[config.mk]
export PLATFORM = sky130hd
export DESIGN_NAME = scaler_div_arbiter_flat
export DESIGN_NICKNAME = d
export VERILOG_FILES = /design/src/rtl/scaler_div_arbiter_if.sv /design/src/rtl/scaler_div_arbiter.sv /design/src/flat_wrapper.sv
export SDC_FILE = /design/constraint.sdc
export NUM_CORES = 1
export LEC_CHECK = 0
export BUFFER_PORTS_ARGS = -buffer_cell sky130_fd_sc_hd__buf_2
export CAP_MARGIN = 20
export CORE_MARGIN = 2
export CORE_UTILIZATION = 50
export DETAILED_ROUTE_END_ITERATION = 8
export PLACE_DENSITY = 0.72
export SLEW_MARGIN = 10
export SYNTH_ARGS = -nofsm -noshare
export SYNTH_HDL_FRONTEND = slang
export SYNTH_SLANG_ARGS = --single-unit
[constraint.sdc]
create_clock -name SYS_CLK -period 3 [get_ports SYS_CLK]
set_clock_uncertainty 0.2 [all_clocks]
set_input_delay 0.15 -clock SYS_CLK [delete_from_list [all_inputs] [get_ports SYS_CLK]]
set_output_delay 0.15 -clock SYS_CLK [all_outputs]
set_load 0.02 [all_outputs]
[src/rtl/scaler_div_arbiter_if.sv]
// Request/response bundle between the v/h cfggen phase machines and the shared
// 2^17/divisor unit; the arbiter takes the slave side.
interface scaler_div_arbiter_if #(
  parameter int DIVIDEND_WIDTH = 18,
  parameter int DIVISOR_WIDTH  = 12
);

  logic                      v_req_i;
  logic [DIVISOR_WIDTH-1:0]  v_divisor_i;
  logic                      v_ack_o;
  logic                      v_busy_o;
  logic                      v_done_o;
  logic [DIVIDEND_WIDTH-1:0] v_quotient_o;

  logic                      h_req_i;
  logic [DIVISOR_WIDTH-1:0]  h_divisor_i;
  logic                      h_ack_o;
  logic                      h_busy_o;
  logic                      h_done_o;
  logic [DIVIDEND_WIDTH-1:0] h_quotient_o;

  logic                      arb_busy_o;

  modport master (
    output v_req_i, v_divisor_i, h_req_i, h_divisor_i,
    input  v_ack_o, v_busy_o, v_done_o, v_quotient_o,
    input  h_ack_o, h_busy_o, h_done_o, h_quotient_o,
    input  arb_busy_o
  );

  modport slave (
    input  v_req_i, v_divisor_i, h_req_i, h_divisor_i,
    output v_ack_o, v_busy_o, v_done_o, v_quotient_o,
    output h_ack_o, h_busy_o, h_done_o, h_quotient_o,
    output arb_busy_o
  );

endinterface

[src/rtl/scaler_div_arbiter.sv]
// One restoring serial divider computing 2^(DIVIDEND_WIDTH-1)/divisor, shared
// round-robin between the vertical and horizontal scaler cfggen paths.
module scaler_div_arbiter #(
  parameter int DIVIDEND_WIDTH = 18,
  parameter int DIVISOR_WIDTH  = 12
) (
  input logic                 SYS_CLK,
  input logic                 nRST,
  scaler_div_arbiter_if.slave bus
);

  localparam int CNT_W = $clog2(DIVIDEND_WIDTH);
  localparam logic [CNT_W-1:0] CNT_LAST = CNT_W'(DIVIDEND_WIDTH - 1);
  localparam logic [DIVIDEND_WIDTH-1:0] DIVIDEND_INIT = {1'b1, {(DIVIDEND_WIDTH-1){1'b0}}};

  typedef enum logic [1:0] {IDLE, CALC, FIN} state_t;
  typedef enum logic {CH_V = 1'b0, CH_H = 1'b1} chan_t;

  state_t state;
  state_t state_next;
  chan_t  sel;
  chan_t  last_grant;
  chan_t  grant_ch;
  logic   grant_valid;

  logic [DIVISOR_WIDTH-1:0]  grant_div;
  logic [DIVISOR_WIDTH-1:0]  div_reg;
  logic [DIVIDEND_WIDTH-1:0] dvd_sh;
  logic [DIVISOR_WIDTH:0]    rem_reg;
  logic [DIVIDEND_WIDTH-2:0] quo_sh;
  logic [CNT_W-1:0]          cnt;
  logic [DIVIDEND_WIDTH-1:0] v_quo;
  logic [DIVIDEND_WIDTH-1:0] h_quo;

  logic [DIVISOR_WIDTH+1:0]  trial;
  logic [DIVISOR_WIDTH:0]    rem_sub;
  logic [DIVISOR_WIDTH:0]    rem_next;
  logic                      take;
  logic [DIVIDEND_WIDTH-1:0] quo_next;

  // On a tie the channel that was not served last wins.
  always_comb begin
    grant_valid = bus.v_req_i | bus.h_req_i;
    grant_ch    = CH_V;
    if (bus.v_req_i && bus.h_req_i)
      grant_ch = (last_grant == CH_V) ? CH_H : CH_V;
    else if (bus.h_req_i)
      grant_ch = CH_H;
    grant_div = (grant_ch == CH_H) ? bus.h_divisor_i : bus.v_divisor_i;
  end

  // A zero divisor passes every trial, so the quotient saturates to all-ones.
  always_comb begin
    trial    = {rem_reg, dvd_sh[DIVIDEND_WIDTH-1]};
    take     = (trial >= {2'b00, div_reg});
    rem_sub  = trial[DIVISOR_WIDTH:0] - {1'b0, div_reg};
    rem_next = take ? rem_sub : trial[DIVISOR_WIDTH:0];
    quo_next = {quo_sh, take};
  end

  always_ff @(posedge SYS_CLK or negedge nRST) begin
    if (!nRST)
      state <= IDLE;
    else
      state <= state_next;
  end

  always_comb begin
    state_next = state;
    case (state)
      IDLE:    if (grant_valid) state_next = CALC;
      CALC:    if (cnt == '0) state_next = FIN;
      FIN:     state_next = IDLE;
      default: state_next = IDLE;
    endcase
  end

  // The result is committed on the last iteration so it is already visible
  // in the FIN cycle alongside the done pulse.
  always_ff @(posedge SYS_CLK or negedge nRST) begin
    if (!nRST) begin
      div_reg    <= '0;
      dvd_sh     <= '0;
      rem_reg    <= '0;
      quo_sh     <= '0;
      cnt        <= '0;
      sel        <= CH_V;
      last_grant <= CH_H;
      v_quo      <= '0;
      h_quo      <= '0;
    end else if (state == IDLE) begin
      if (grant_valid) begin
        div_reg    <= grant_div;
        dvd_sh     <= DIVIDEND_INIT;
        rem_reg    <= '0;
        quo_sh     <= '0;
        cnt        <= CNT_LAST;
        sel        <= grant_ch;
        last_grant <= grant_ch;
      end
    end else if (state == CALC) begin
      rem_reg <= rem_next;
      dvd_sh  <= {dvd_sh[DIVIDEND_WIDTH-2:0], 1'b0};
      quo_sh  <= quo_next[DIVIDEND_WIDTH-2:0];
      cnt     <= cnt - CNT_W'(1);
      if (cnt == '0) begin
        if (sel == CH_V)
          v_quo <= quo_next;
        else
          h_quo <= quo_next;
      end
    end
  end

  // The ack lands on the first CALC cycle, the only one with a full count.
  always_comb begin
    bus.v_ack_o      = (state == CALC) && (cnt == CNT_LAST) && (sel == CH_V);
    bus.h_ack_o      = (state == CALC) && (cnt == CNT_LAST) && (sel == CH_H);
    bus.v_busy_o     = (state != IDLE) && (sel == CH_V);
    bus.h_busy_o     = (state != IDLE) && (sel == CH_H);
    bus.v_done_o     = (state == FIN) && (sel == CH_V);
    bus.h_done_o     = (state == FIN) && (sel == CH_H);
    bus.v_quotient_o = v_quo;
    bus.h_quotient_o = h_quo;
    bus.arb_busy_o   = (state != IDLE);
  end

endmodule

[src/flat_wrapper.sv]
// flat-port wrapper written by rule: the top's interface ports become plain ports
module scaler_div_arbiter_flat 
#(
  parameter int DIVIDEND_WIDTH = 18,
  parameter int DIVISOR_WIDTH  = 12
)
  (SYS_CLK, nRST, bus_v_req_i, bus_v_divisor_i, bus_h_req_i, bus_h_divisor_i, bus_v_ack_o, bus_v_busy_o, bus_v_done_o, bus_v_quotient_o, bus_h_ack_o, bus_h_busy_o, bus_h_done_o, bus_h_quotient_o, bus_arb_busy_o);
  scaler_div_arbiter_if #(.DIVIDEND_WIDTH(DIVIDEND_WIDTH), .DIVISOR_WIDTH(DIVISOR_WIDTH)) bus_i ();
  input logic SYS_CLK;
  input logic nRST;
  input wire logic [$bits(bus_i.v_req_i)-1:0] bus_v_req_i;
  input wire logic [$bits(bus_i.v_divisor_i)-1:0] bus_v_divisor_i;
  input wire logic [$bits(bus_i.h_req_i)-1:0] bus_h_req_i;
  input wire logic [$bits(bus_i.h_divisor_i)-1:0] bus_h_divisor_i;
  output wire logic [$bits(bus_i.v_ack_o)-1:0] bus_v_ack_o;
  output wire logic [$bits(bus_i.v_busy_o)-1:0] bus_v_busy_o;
  output wire logic [$bits(bus_i.v_done_o)-1:0] bus_v_done_o;
  output wire logic [$bits(bus_i.v_quotient_o)-1:0] bus_v_quotient_o;
  output wire logic [$bits(bus_i.h_ack_o)-1:0] bus_h_ack_o;
  output wire logic [$bits(bus_i.h_busy_o)-1:0] bus_h_busy_o;
  output wire logic [$bits(bus_i.h_done_o)-1:0] bus_h_done_o;
  output wire logic [$bits(bus_i.h_quotient_o)-1:0] bus_h_quotient_o;
  output wire logic [$bits(bus_i.arb_busy_o)-1:0] bus_arb_busy_o;
  assign bus_i.v_req_i = bus_v_req_i;
  assign bus_i.v_divisor_i = bus_v_divisor_i;
  assign bus_i.h_req_i = bus_h_req_i;
  assign bus_i.h_divisor_i = bus_h_divisor_i;
  assign bus_v_ack_o = bus_i.v_ack_o;
  assign bus_v_busy_o = bus_i.v_busy_o;
  assign bus_v_done_o = bus_i.v_done_o;
  assign bus_v_quotient_o = bus_i.v_quotient_o;
  assign bus_h_ack_o = bus_i.h_ack_o;
  assign bus_h_busy_o = bus_i.h_busy_o;
  assign bus_h_done_o = bus_i.h_done_o;
  assign bus_h_quotient_o = bus_i.h_quotient_o;
  assign bus_arb_busy_o = bus_i.arb_busy_o;
  scaler_div_arbiter #(.DIVIDEND_WIDTH(DIVIDEND_WIDTH), .DIVISOR_WIDTH(DIVISOR_WIDTH)) u_core (.SYS_CLK(SYS_CLK), .nRST(nRST), .bus(bus_i));
endmodule
==> results by group, run 1 <==
Synthesis
  – Synthesized area per cell: 10.5 sq um
  – Number of synthesized register bits: 88
  – Synth Cell Area: 4270 sq um
  – Synth Instances: 407
  – Post-synth cell types: 50
  – Number of synthesized flops with an enable pin: 0
  – Seq/Total Area, Yosys: 51.6%
  – Syn_nets: 451
  – Async SR Flop Fraction: 100%
  – Primary FF master, synth: dfrtp_1
  – Synth warnings: 0

GRT
  – Pin count of the biggest net entering global routing: 89
  – First-pass GRT wire length: 15.0 mm
  – Vias in the first global route: 3,247
  – GRT Residual Overflow: 0
  – Antenna violations before repair: 0
  – Total GRT Usage: 21.0%

Finish
  – Ant. Diodes: 0
  – Layout cell share with drive strength beyond 1: 21.9%
  – Filler instances: 700
  – Area of the multi-input gates: 1940 sq um
  – Layout Nets: 550
  – Sequential cell area: 2200 sq um
  – Area delta synth->final: 22.4%

Critical path
  – CP bufs+invs: 1
  – FF-to-FF path depth: 9
  – WP data arrival: 2.79 ns
  – CP Launch Type: flop
  – Critical Path RT: 3.09 ns
  – Setup crit end kind: flop
  – Crit path to: u_core.rem_reg[12]
  – Worst reg2reg startpoint: u_core.dvd_sh[17]
  – Critical path origin: u_core.dvd_sh[17]
  – CP top delay family: simple AND/OR/NAND/NOR gates
  – Worst stage delay on the critical path: 0.50 ns
  – Crit Path Max Fanout: 9
  – Reg-to-reg slack, setup: 0.30 ns
  – Worst r2r dst: u_core.rem_reg[12]
  – Worst-path cell chain: inv_1 -> ha_1 -> fa_1 -> nand2b_1 -> a21boi_2 -> nor3_1 -> o2111a_1 -> or4_1 -> nand2_1
  – Worst path slowest cell: or4_1
  – Critical path depth: 9
  – Crit Path Category: flop to flop

Status
  – Status: finished clean

Power and ir drop
  – Pwr dens: 1170 nW/um^2
  – Leakage power: 2.61 nW
  – Peak VDD IR: 0.514 mV

STA
  – Final Critical Period: 2.70 ns
  – Final setup viols: 0
  – Final setup TNS: 0 ns
  – Final slew viol count: 0
  – RSZ-0062 raised after global routing: no
  – Final hold violation count: 0
  – Setup WS post-layout: 0.301 ns
  – Period utilisation layout: 90.0%
  – Slew margin rel.: 39.8%
  – Maximum clock frequency: 0.371 GHz
  – Worst-Margin Slew: 0.902 ns

Floorplanning
  – Initial Util: 51.8%
  – Die Span Y: 96.5 um
  – Die width: 96.5 um
  – CORE AREA: 8260 sq um
  – Die ar.: 9300 sq um
  – Rows: 33
  – IO Count: 71

Place
  – Placer Congestion: 0.880
  – Place WS: 0.330 ns
  – Buffers added on ports: 70
  – DPL Wire Length: 6.09 mm

Clock tree
  – CTS H-tree depth: 3
  – Post CTS Setup Buffer Count: 0
  – Root buf cell: clkbuf_8
  – CTS Sinks: 88
  – Post-CTS resize count: 0
  – Total CTS buffers: 9
  – CTS tree: done
  – Worst skew pair latency: 0.36 ns
  – Clk buf depth: 2
  – Clk slew on worst S/H paths: 0.10 ns

Routing
  – Final WL: 9.07 mm
  – Routed vias/inst: 5.44
  – Post-route DRC: 0
  – Post-route ant nets: 0
  – First-iteration detailed-routing DRC count: 156
  – 1st-pass router iterations: 5
  – Vias: 3,353
  – WL per Instance: 14.7 um

Run
  – Number of max-cap violations: 0

Min path
  – WHS Path Cells: 4
  – Worst min-delay path class: input pin to flop
metrics by stage:
step                power [mW]  hold slack, ns  cell area [sq um]  cells  util [%]
floorplan                 4.41          -0.346               4270    407         -
global placement          5.12           0.184               4760    572      57.6
detailed placement        5.27           0.188               4760    572      57.6
CTS                       6.13          0.0440               5210    615      63.1
global route              6.65          0.0908               5230    616      63.3
finish                    6.12          0.0583               5230    616      63.3
final cells by class:
cell class | instances | share of cell area, %
clock buffers | 9 | 2.37
clock inverters | 7 | 1.17
inverters | 19 | 1.36
multi-input cells | 282 | 37.0
flip-flops and latches | 88 | 42.1
well taps | 105 | 2.51
repair buffers | 106 | 13.4
power breakdown:
part,leakage (nW),switching [mW],internal (mW)
registers,1.12,0.363,1.72
logic,1.39,1.84,1.39
clock network,0.0945,0.482,0.321
total,2.61,2.68,3.43
kinds of logic after synthesis:
family	share of synthesized area, %
AO/OA/AOI/OAI	10.6
buffers and inverters	3.57
XOR/XNOR	2.46
adder cells (fa/ha/maj)	4.86
AND/OR/NAND/NOR	13.4
flip-flops	51.6
multiplexers	13.5
cells in the final DEF (no fill, tap or decap), types with 6 or more instances in the layout:
cell,count
a21oi_1,10
buf_2,69
buf_4,9
clkbuf_8,9
dfrtp_1,87
dlygate4sd3_1,27
ha_1,15
inv_1,18
mux2_1,25
mux2_2,9
mux2i_1,18
nand2_1,59
nand2b_1,6
nand3_1,14
nor2_1,18
o21ai_0,37
o21ai_1,11
xnor2_1,8
routing by layer:
| metal | vias to the layer above | GRT usage [%] | wire length, um |
|---|---|---|---|
| met5 | - | 0 | 0 |
| met4 | 0 | 6.92 | 89 |
| met3 | 10 | 4.58 | 384 |
| met2 | 84 | 34.9 | 4450 |
| met1 | 1643 | 27.5 | 4150 |
| li1 | 1616 | - | - |
worst reg2reg max path, cell delays in order (launching register included):
cell,delay [ns]
dfrtp_1,0.37
inv_1,0.06
ha_1,0.22
fa_1,0.41
nand2b_1,0.21
a21boi_2,0.18
nor3_1,0.07
o2111a_1,0.36
or4_1,0.50
nand2_1,0.07
worst min-delay path by stage:
stage / from / endpoint / slack, ns
after floorplan: nRST / u_core.bus.h_quotient_o[0] / -0.35
after global placement: bus_v_req_i / u_core.last_grant / 0.18
after detailed placement: bus_v_req_i / u_core.last_grant / 0.19
after CTS: bus_h_req_i / u_core.cnt[2] / 0.04
after global routing: bus_h_req_i / u_core.cnt[2] / 0.09
final: bus_h_req_i / u_core.cnt[2] / 0.06
cell usage after synthesis (2+ instances only):
master | count | area share (%)
a21oi_1 | 10 | 1.2
a31oi_1 | 2 | 0.29
a32oi_1 | 2 | 0.41
and2_1 | 2 | 0.29
and3_1 | 4 | 0.59
buf_1 | 2 | 0.18
buf_2 | 5 | 0.59
clkbuf_1 | 10 | 0.88
dfrtp_1 | 87 | 51
ha_1 | 15 | 4.4
inv_1 | 18 | 1.6
mux2_1 | 25 | 6.6
mux2_2 | 9 | 2.4
mux2i_1 | 18 | 4.2
nand2_1 | 59 | 5.2
nand2b_1 | 6 | 0.88
nand3_1 | 14 | 1.6
nand4_1 | 2 | 0.29
nor2_1 | 18 | 1.6
nor3_1 | 4 | 0.47
nor3b_1 | 3 | 0.53
o211ai_1 | 4 | 0.70
o21ai_0 | 37 | 4.3
o21ai_1 | 12 | 1.4
or3_1 | 2 | 0.29
or4_1 | 3 | 0.53
xnor2_1 | 8 | 1.6
xor2_1 | 4 | 0.82
repair_timing:
action | in CTS | in global routing
setup endpoints to repair | 0 | 0
hold buffers | 27 | 0
endpoints found under the hold margin | 101 | 0
Note: power is estimated with default switching activity, not from simulation.
==> run 2, diff against run 1 <==
--- a/config.mk
+++ b/config.mk
@@ -8,9 +8,8 @@
 export BUFFER_PORTS_ARGS = -buffer_cell sky130_fd_sc_hd__buf_2
 export CAP_MARGIN = 20
 export CORE_MARGIN = 2
-export CORE_UTILIZATION = 50
+export CORE_UTILIZATION = 40
 export DETAILED_ROUTE_END_ITERATION = 8
-export PLACE_DENSITY = 0.72
 export SLEW_MARGIN = 10
 export SYNTH_ARGS = -nofsm -noshare
 export SYNTH_HDL_FRONTEND = slang
==> constraint.sdc (replaced) <==
create_clock -name SYS_CLK -period 3.1 [get_ports SYS_CLK]
set_clock_uncertainty 0.2 [all_clocks]
set_input_delay 0.155 -clock SYS_CLK [delete_from_list [all_inputs] [get_ports SYS_CLK]]
set_output_delay 0.155 -clock SYS_CLK [all_outputs]
set_load 0.02 [all_outputs]
==> results by group, run 2 (synthesis gave the netlist of run 1 again) <==
Floorplanning
  – Initial Util: 41.2% (-11 points)
  – Die width: 107 um (+11%)
  – Die ar.: 11,500 sq um (+24%)
  – IO Count: 71 (unchanged)
  – Rows: 37 (+12%)
  – Die Span Y: 107 um (+11%)
  – CORE AREA: 10,400 sq um (+26%)

Critical path
  – FF-to-FF path depth: 8 (-1)
  – Worst reg2reg startpoint: u_core.rem_reg[3]
  – Crit Path Max Fanout: 17 (+8)
  – Critical path origin: u_core.rem_reg[3]
  – Crit Path Category: flop to flop
  – WP data arrival: 2.75 ns (-0.04 ns)
  – Reg-to-reg slack, setup: 0.36 ns (+0.06 ns)
  – Setup crit end kind: flop
  – Worst r2r dst: u_core.rem_reg[2]
  – Critical Path RT: 3.11 ns (+0.02 ns)
  – Crit path to: u_core.rem_reg[2]
  – CP Launch Type: flop

Routing
  – Post-route DRC: 0 (unchanged)
  – 1st-pass router iterations: 6 (+1)
  – Post-route ant nets: 0 (unchanged)
  – First-iteration detailed-routing DRC count: 144 (-7.7%)
  – Final WL: 8.65 mm (-4.7%)
  – WL per Instance: 13.4 um (-9.1%)
  – Vias: 3,214 (-4.1%)
  – Routed vias/inst: 4.98 (-8.6%)

Finish
  – Ant. Diodes: 0 (unchanged)
  – Layout cell share with drive strength beyond 1: 22.0% (+0.043 points)
  – Filler instances: 966 (+38%)
  – Area delta synth->final: 23.5%
  – Commonest cells after routing, fill and taps aside: dfrtp_1 (87), buf_2 (69), nand2_1 (59)
  – Area of the multi-input gates: 1940 sq um (about the same)
  – Sequential cell area: 2200 sq um (unchanged)
  – Commonest non-fill, non-tap cell in the layout: dfrtp_1
  – Layout Nets: 549 (-0.18%)

STA
  – Final setup TNS: 0 ns (unchanged)
  – Hold Slack: 0.0652 ns (+0.00688 ns)
  – Slew margin rel.: 41.8% (+2.0 points)
  – Worst-Margin Slew: 0.873 ns (-0.0294 ns)
  – Final Critical Period: 2.74 ns (+0.0423 ns)
  – Period utilisation layout: 88.4% (-1.5 points)
  – RSZ-0062 raised after global routing: no
  – Maximum clock frequency: 0.365 GHz (-1.5%)
  – Final setup viols: 0 (unchanged)
  – Final hold violation count: 0 (unchanged)
  – Final slew viol count: 0 (unchanged)

Clock tree
  – CTS Sinks: 88 (unchanged)
  – Root buf cell: clkbuf_8
  – CTS tree: done
  – Total CTS buffers: 9 (unchanged)
  – CTS H-tree depth: 3 (unchanged)
  – Worst skew pair latency: 0.35 ns (about the same)
  – Clk slew on worst S/H paths: 0.09 ns (about the same)
  – Post CTS Setup Buffer Count: 0 (unchanged)
  – Clk buf depth: 2 (unchanged)

GRT
  – Vias in the first global route: 3,164 (-2.6%)
  – First-pass GRT wire length: 14.9 mm (-0.78%)
  – GRT met1 Usage: 21.0% (-6.5 points)
  – Met3 Use GR: 3.87% (-0.70 points)
  – Met2 usage: 26.9% (-8.0 points)
  – Pin count of the biggest net entering global routing: 45 (-49%)
  – Total GRT Usage: 16.1% (-4.9 points)
  – GRT Residual Overflow: 0 (unchanged)
  – Antenna violations before repair: 0 (unchanged)
  – Top Usage Layer GRT: met2

Status
  – Status: finished clean

Power and ir drop
  – Comb pwr share: 51.9% (-1.0 points)
  – Peak VDD IR: 0.438 mV (-15%)
  – Switching power: 2.49 mW (-7.3%)
  – Seq pwr share: 34.0% (about the same)
  – Pwr dens: 1110 nW/um^2 (-4.7%)
  – Leakage power: 2.61 nW (about the same)
  – Int Power: 3.39 mW (-1.2%)
  – Sw Share: 42.3% (-1.6 points)
  – Clk pwr share: 14.1% (+1.0 points)

Min path
  – Worst min-delay path class: input pin to flop
  – HP Start: bus_h_req_i

Place
  – Buffers added on ports: 70 (unchanged)
  – DPL Wire Length: 6.02 mm (-1.1%)
  – Placer Congestion: 0.907 (+3.0%)

Run
  – Number of max-cap violations: 0 (unchanged)
-- run 2: changes by cell type in the layout (fill, tap and decap cells not counted), sizes merged --
cell and delta:
clkbuf +1, inv -3, buf -1, clkinv +1
bufinv +1
-- run 2: per-layer routing --
| layer | vias to the layer above | wire, um |
|---|---|---|
| met1 | 1535 | 4120 |
| met2 | 67 | 4090 |
| li1 | 1608 | - |
| met3 | 4 | 364 |
| met4 | 0 | 66 |
| met5 | - | 0 |
-- run 2: layout make-up --
type | instances | area share [%]
clock inverters | 6 | 1.42
repair buffers | 105 | 12.9
multi-input cells | 282 | 36.7
flip-flops and latches | 88 | 41.7
well taps | 136 | 3.22
inverters | 19 | 1.35
clock buffers | 10 | 2.61
-- run 2: critical path, stage by stage (launching register included) --
cell and delay, ns:
dfrtp_1 0.41, ha_1 0.37, a21o_1 0.23, and2_1 0.17
nor3_1 0.21, o2111a_2 0.48, buf_4 0.21, mux2i_1 0.22
o21ai_1 0.08
-- run 2: per-stage QoR --
| stage | setup slack [ns] | utilization [%] | cell area, sq um | total power [mW] | std cells |
|---|---|---|---|---|---|
| finish | 0.359 | 50.9 | 5280 | 5.88 | 646 |
| global route | 0.201 | 50.9 | 5280 | 6.42 | 646 |
| CTS | 0.147 | 50.9 | 5280 | 5.94 | 646 |
| detailed placement | 0.189 | 46.2 | 4790 | 5.03 | 603 |
| global placement | 0.227 | 46.2 | 4790 | 4.96 | 603 |
| floorplan | 0.577 | - | 4270 | 4.27 | 407 |
-- run 2: power by group through the flow --
stage / clock network (mW) / logic, mW / registers (mW)
after floorplan: 0 / 2.11 / 2.16
after global placement: 0 / 2.96 / 2.01
after detailed placement: 0 / 3.01 / 2.03
after CTS: 0.865 / 3.07 / 2.00
after global routing: 0.911 / 3.43 / 2.08
final: 0.827 / 3.05 / 2.00
-- run 2: worst min-delay path by stage --
| stage | end | depth (start not counted) |
|---|---|---|
| finish | u_core.sel | 4 |
| floorplan | u_core.bus.h_quotient_o[0] | 0 |
| detailed placement | u_core.quo_sh[13] | 1 |
| CTS | u_core.sel | 4 |
| global placement | u_core.quo_sh[13] | 1 |
| global route | u_core.sel | 4 |
-- run 2: timing repair --
item	4_1_cts	5_1_grt
hold endpoints to repair	55	0
endpoints found under the setup margin	0	2
hold buffers	27	0
resized for setup	0	1
